===== src/rtl/block_ram_ctrl_pkg.sv =====
// block_ram_ctrl_pkg
//   Shared types and helpers for block_ram_ctrl.
//   - state_t    : controller FSM state encoding
//   - byte_merge : per-lane select between an old word and new data, driven
//                  by a byte strobe. It operates on a maximum-width vector, so
//                  one function body serves any NB up to MAX_NB. Callers
//                  zero-extend their operands and truncate the result back to
//                  WIDTH. Strobe bits above NB are zero after the extension,
//                  so those lanes never take new data.
package block_ram_ctrl_pkg;

    typedef enum logic [2:0] {
        IDLE,
        READ,
        WRITE,
        RMW_READ,
        RMW_WRITE,
        ERROR
    } state_t;

    localparam int MAX_NB = 128;

    typedef logic [MAX_NB*8-1:0] word_max_t;
    typedef logic [MAX_NB-1:0]   strb_max_t;

    function automatic word_max_t byte_merge(input word_max_t old_w,
                                             input word_max_t new_w,
                                             input strb_max_t strb);
        word_max_t res;
        res = old_w;
        for (int i = 0; i < MAX_NB; i++) begin
            if (strb[i]) res[8*i +: 8] = new_w[8*i +: 8];
        end
        return res;
    endfunction

endpackage


===== src/rtl/block_ram_ctrl.sv =====
// block_ram_ctrl
//   Converts a byte-addressed, byte-strobed request into the word-wide
//   write and read ports of block_ram. block_ram has no byte enables, so a
//   partial store becomes an internal read-modify-write. Addresses at or
//   above SIZE get an error response and never touch the RAM. Each accepted
//   request gets exactly one one-cycle response pulse.
//
// Ports
//   clk, reset            clock, synchronous active-high reset
//   req_valid/req_ready   request handshake; ready only in IDLE
//   req_write             1 = store, 0 = load
//   req_addr              byte address
//   req_wdata, req_wstrb  store data and byte-lane enables
//   resp_valid            one-cycle response pulse, no backpressure
//   resp_rdata            load data; 0 for stores and errors
//   resp_error            address was out of range
//   ram_write_en/_address/_data   to block_ram write port (registered)
//   ram_read_address      to block_ram read port (combinational)
//   ram_read_data         from block_ram, valid one cycle after sampling
module block_ram_ctrl
    import block_ram_ctrl_pkg::*;
#(
    parameter  int SIZE  = 1024,
    parameter  int WIDTH = 32,
    localparam int NB    = WIDTH / 8,
    localparam int AW    = $clog2(SIZE / NB)
) (
    input  logic             clk,
    input  logic             reset,

    input  logic             req_valid,
    output logic             req_ready,
    input  logic             req_write,
    input  logic [31:0]      req_addr,
    input  logic [WIDTH-1:0] req_wdata,
    input  logic [NB-1:0]    req_wstrb,

    output logic             resp_valid,
    output logic [WIDTH-1:0] resp_rdata,
    output logic             resp_error,

    output logic             ram_write_en,
    output logic [AW-1:0]    ram_write_address,
    output logic [WIDTH-1:0] ram_write_data,
    output logic [AW-1:0]    ram_read_address,
    input  logic [WIDTH-1:0] ram_read_data
);

    localparam int OFF = $clog2(NB);

    // Parameter sanity: same constraints as the attached block_ram.
    if (WIDTH < 8 || (WIDTH % 8) != 0) begin : g_bad_width
        $error("block_ram_ctrl: WIDTH must be a multiple of 8 and at least 8");
    end
    if (NB > MAX_NB) begin : g_too_wide
        $error("block_ram_ctrl: WIDTH exceeds byte_merge maximum");
    end
    if ((SIZE % NB) != 0 || (SIZE / NB) < 2 ||
        (1 << AW) != (SIZE / NB)) begin : g_bad_size
        $error("block_ram_ctrl: SIZE must be a power-of-two number of words, at least 2");
    end

    state_t            state;
    logic [AW-1:0]     lat_idx;
    logic [WIDTH-1:0]  lat_wdata;
    logic [NB-1:0]     lat_strb;

    logic [AW-1:0]     req_idx;
    logic              req_oor;
    logic              accept;

    // Byte-offset bits are dropped; the strobe picks the lanes.
    assign req_idx   = req_addr[AW+OFF-1:OFF];
    // Full 32-bit compare so high address bits cannot alias into the RAM.
    assign req_oor   = (req_addr >= 32'(SIZE));
    assign req_ready = (state == IDLE);
    assign accept    = req_valid && req_ready;

    // In IDLE the RAM already samples the incoming address, so a load's data
    // (or a partial store's old word) is available in the very next cycle.
    assign ram_read_address = (state == IDLE) ? req_idx : lat_idx;

    always_ff @(posedge clk) begin
        if (reset) begin
            state             <= IDLE;
            lat_idx           <= '0;
            lat_wdata         <= '0;
            lat_strb          <= '0;
            ram_write_en      <= 1'b0;
            ram_write_address <= '0;
            ram_write_data    <= '0;
            resp_valid        <= 1'b0;
            resp_rdata        <= '0;
            resp_error        <= 1'b0;
        end else begin
            // Pulses by default; each state raises what it needs for one cycle.
            ram_write_en <= 1'b0;
            resp_valid   <= 1'b0;
            resp_rdata   <= '0;
            resp_error   <= 1'b0;

            case (state)
                IDLE: begin
                    if (accept) begin
                        lat_idx   <= req_idx;
                        lat_wdata <= req_wdata;
                        lat_strb  <= req_wstrb;
                        if (req_oor) begin
                            state <= ERROR;
                        end else if (!req_write) begin
                            state <= READ;
                        end else if (req_wstrb == '1 || req_wstrb == '0) begin
                            // Whole-word store needs no read. A zero strobe
                            // walks the same path but never enables the write,
                            // so response timing is identical.
                            state             <= WRITE;
                            ram_write_en      <= (req_wstrb != '0);
                            ram_write_address <= req_idx;
                            ram_write_data    <= req_wdata;
                        end else begin
                            state <= RMW_READ;
                        end
                    end
                end

                READ: begin
                    resp_valid <= 1'b1;
                    resp_rdata <= ram_read_data;
                    state      <= IDLE;
                end

                WRITE: begin
                    resp_valid <= 1'b1;
                    state      <= IDLE;
                end

                RMW_READ: begin
                    // Old word arrives now; untouched lanes keep it.
                    ram_write_en      <= 1'b1;
                    ram_write_address <= lat_idx;
                    ram_write_data    <= WIDTH'(byte_merge(word_max_t'(ram_read_data),
                                                           word_max_t'(lat_wdata),
                                                           strb_max_t'(lat_strb)));
                    state             <= RMW_WRITE;
                end

                RMW_WRITE: begin
                    resp_valid <= 1'b1;
                    state      <= IDLE;
                end

                ERROR: begin
                    resp_valid <= 1'b1;
                    resp_error <= 1'b1;
                    state      <= IDLE;
                end

                default: state <= IDLE;
            endcase
        end
    end

endmodule


===== config.mk =====
export PLATFORM = sky130hd
export DESIGN_NAME = block_ram_ctrl
export DESIGN_NICKNAME = d
export VERILOG_FILES = /design/src/rtl/block_ram_ctrl_pkg.sv /design/src/rtl/block_ram_ctrl.sv
export SDC_FILE = /design/constraint.sdc
export NUM_CORES = 1
export LEC_CHECK = 0
export ABC_CLOCK_PERIOD_IN_PS = 4500
export CAP_MARGIN = 20
export CORE_MARGIN = 8
export CORE_UTILIZATION = 51
export CTS_CLUSTER_DIAMETER = 60
export DETAILED_ROUTE_END_ITERATION = 6
export GPL_TIMING_DRIVEN = 1
export PLACE_DENSITY = 0.87
export SYNTH_ARGS = -nofsm -noshare
export SYNTH_HDL_FRONTEND = slang
export SYNTH_SLANG_ARGS = --single-unit

===== constraint.sdc =====
create_clock -name clk -period 4.5 [get_ports clk]
set_clock_uncertainty 0.05 [all_clocks]
set_input_delay 0.9 -clock clk [delete_from_list [all_inputs] [get_ports clk]]
set_output_delay 0.9 -clock clk [all_outputs]
set_load 0.05 [all_outputs]

==> results.md <==
- Outcome: finished, final reports clean
- Max Freq: 300 MHz
- Final number of hold-violating endpoints: 0
- Syn avg cell area: 9.01 µm²
- Net count, final: 919
- Sum of overflow across all layers after global routing: 0
- Critical path arrival: 2.38 ns
- Worst reg2reg path depth: 6
- Final max-slew violation count: 0
- Routability cong.: 0.784
- Initial antenna violation count: 0
- Fin cells: 971
- Worst Hold Class: reg -> reg
- Worst relative slew slack: 34.3%
- Ant. Diodes: 0
- Hold depth: 2
- Number of nets still failing antenna checks after routing: 0
- Source-to-sink clock delay at the later pin of the worst-skew pair: 0.41 ns
- Maximum capacitance violations: 0
- Starting Density: 52.5%
- Number of enable flip-flop cells after synthesis: 0
- GRT Overall Usage: 24.2%
- Total standard cell area after synthesis: 6020 µm²
- Share of the yosys chip area belonging to registers: 40.6%
- Slack of the worst reg-to-reg path: 2.09 ns
- Critical path class: in -> out
- Floorplan die height: 125 µm
- CTS root buf: clkbuf_16
- DP Area: 7800 µm²
- Xor/xnor share of the synthesized area: 0%
- Largest cells by area after synthesis: dfxtp_1, mux2_2, a22oi_2, nand2_1, nand4_1
- Number of nets in the synthesized netlist: 772
- Pin count of the biggest net entering global routing: 54
- Inserted Clock Buffers: 17
- Fraction of layout instances using a drive strength above 1: 18.2%
- Die area: 15500 µm²
- Placement Rows: 39
- Placeable core region: 11500 µm²
- Final-layout worst hold slack: 0.405 ns
- First-iteration detailed-routing DRC count: 437
- # IOs: 188
- Warnings from Yosys: 0
- Cell repeated most along the worst path: clkdlybuf4s50_1
- Power per cell area: 376 nW/µm²
- Count of vias placed by the detailed router: 5786
- Type of element capturing the critical path: output port
- Leakage component of the power: 3.22 nW
- Hold Startpoint: lat_wdata[21]
- Cell at the slowest stage of the critical path: clkdlybuf4s50_1
- Register bit count reported by yosys: 122
- Wirelength per Cell: 20.1 µm
- Count of cells resized by post-cts repair: 0
- Layout-stage area growth over the synthesis result: 39.9%
- Reg-to-reg endpoint: ram_write_address[1]
- Via count of the first global-routing pass: 6049
- Worst slew pin tran: 0.982 ns
- Cell count after placement: 937
- # hold bufs at CTS: 0
- Final core utilization: 73.4%
- Element type at the critical path start: input pin
- Number of iterations in the first detailed-routing pass: 5
- Fraction of post-synthesis cell area in the top cell type by area: 40.6%
- Post-Syn Instances: 668
- Clock Path Buffers: 2
- Worst-path clk slew: 0.05 ns
- Cell type with the highest aggregate area in the netlist: dfxtp_1
- Final Routed Wirelength: 19500 µm
- Largest family of logic cells by synthesized area: simple AND/OR/NAND/NOR gates
- VDD IR-drop max: 0.000325 V
- Setup repair after global routing missed its margin: no
- Data required time of the worst path: 3.55 ns
- Hold Path Sink: lat_wdata[21]
- Quantity of I/O buffers inserted on ports: 185
- Global-route wire length before repair: 31000 µm
- Part of the cycle the worst path needs: 74.1%
- Layout Cell Area excl Fill: 8420 µm²
- Time the final worst path needs with I/O delays and setup: 3.33 ns
- H-tree Lvls: 4
- Clock tree sinks: 122
- Routed vias/inst: 5.96
- Setup-failing EPs final: 0
- Number of distinct library cells after synthesis: 33
- Largest fanout of any net on the critical path: 3
- Compound-Gate Fraction of Synth Area: 15.1%
- RR Startpoint: state[1]
- HPWL after DPL: 12600 µm
- Async set-or-reset flop fraction in the synthesized netlist: 0%
- Width of the die: 125 µm
- DRC violations left: 0
- Buffers inserted during post-CTS setup optimization: 0
- Clock tree from TritonCTS: built
- Mux cell area share after synthesis: 15.0%
- Post-Route Setup TNS: 0 ns
- Post-synthesis share of cell area spent on and, or, nand and nor gates: 23.6%
- Ordered list of cells on the worst path: clkdlybuf4s50_1 > mux2_2 > clkdlybuf4s50_1
- Most used DFF post-synth: dfxtp_1
- Longest individual stage delay on the worst path: 0.80 ns
- Synthesized-area fraction occupied by adder cells: 0%
-- stage by stage --
stage | worst slack, ns | total power, mW
2_1_floorplan | 1.99 | 1.59
3_3_place_gp | 1.18 | 1.82
3_5_place_dp | 0.944 | 1.84
4_1_cts | 1.17 | 3.17
5_1_grt | 1.07 | 3.27
6_report | 1.17 | 3.17
-- cell families (layout without fill, tap and decap cells) --
group / Yosys count / count (layout)
AOI/OAI and AO/OA: 129 / 129
buffers and inverters: 69 / 229
DFF: 122 / 122
muxes: 80 / 80
and+or+nand+nor: 268 / 268
-- synthesized netlist by cell type, types with 3 or more instances --
master and instances:
and3_1 40, and2_1 34, clkbuf_1 36, buf_2 18, dfxtp_1 122, nand2_1 90
buf_6 8, nand3_1 40, buf_1 4, nand4_1 43, a22oi_2 31, mux2_2 72
nor3_1 3, mux2_1 8, a21oi_1 45, nor4_1 5, o21ai_0 41, a22oi_1 9
-- layout by cell type (no fill, tap or decap), types with 9 or more instances in the layout --
master           instances
a21oi_1                 45
and2_1                  33
nand4_1                 43
mux2_2                  72
o21ai_0                 41
clkdlybuf4s50_1        184
a22oi_1                  9
clkbuf_16               17
and3_1                  40
nand2_1                 89
nand3_1                 40
dfxtp_1                122
a22oi_2                 31
-- worst max-delay path, delay by kind of cell --
| kind | cells | cell delay [ns] |
|---|---|---|
| buffers and inverters | 2 | 1.32 |
| multiplexers | 1 | 0.17 |
-- routing by layer --
metal	GRT usage, %	up-vias	wire length (µm)
li1	-	2709	-
met1	26.0	2788	7670
met2	42.6	246	9930
met3	7.36	43	1390
met4	11.5	0	539
met5	0	-	0
-- worst max-delay path by stage --
stage                     slack (ns)         start                   end  cells after the start
after floorplan                 1.99      state[0]   ram_read_address[1]                      3
after global placement          1.18  req_addr[18]  ram_write_address[1]                      6
after detailed placement        0.94  req_addr[17]  ram_write_address[1]                      6
after CTS                       1.17   req_addr[7]   ram_read_address[5]                      3
after global routing            1.07  req_addr[18]  ram_write_address[1]                      6
final                           1.17   req_addr[7]   ram_read_address[5]                      3
-- state kept, by name, indices dropped and copies added (netlist names) --
name               count
lat_idx                8
ram_write_en           1
resp_error             1
ram_write_data        32
resp_rdata            32
resp_valid             1
lat_wdata             32
lat_strb               4
state                  3
ram_write_address      8
-- power breakdown --
part | switching, mW | internal (mW)
sequential | 0.0433 | 1.15
clock | 0.483 | 0.856
combinational | 0.367 | 0.267
total | 0.893 | 2.27
-- cell type report --
type | count | area (µm²)
inverters | 2 | 7.51
clock buffers | 25 | 485
clock inverters | 7 | 90.1
fillers | 785 | 3050
multi-input cells | 477 | 3260
well taps | 143 | 179
flip-flops and latches | 122 | 2440
repair buffers | 195 | 1950
Power figures use the tool's default switching activity.
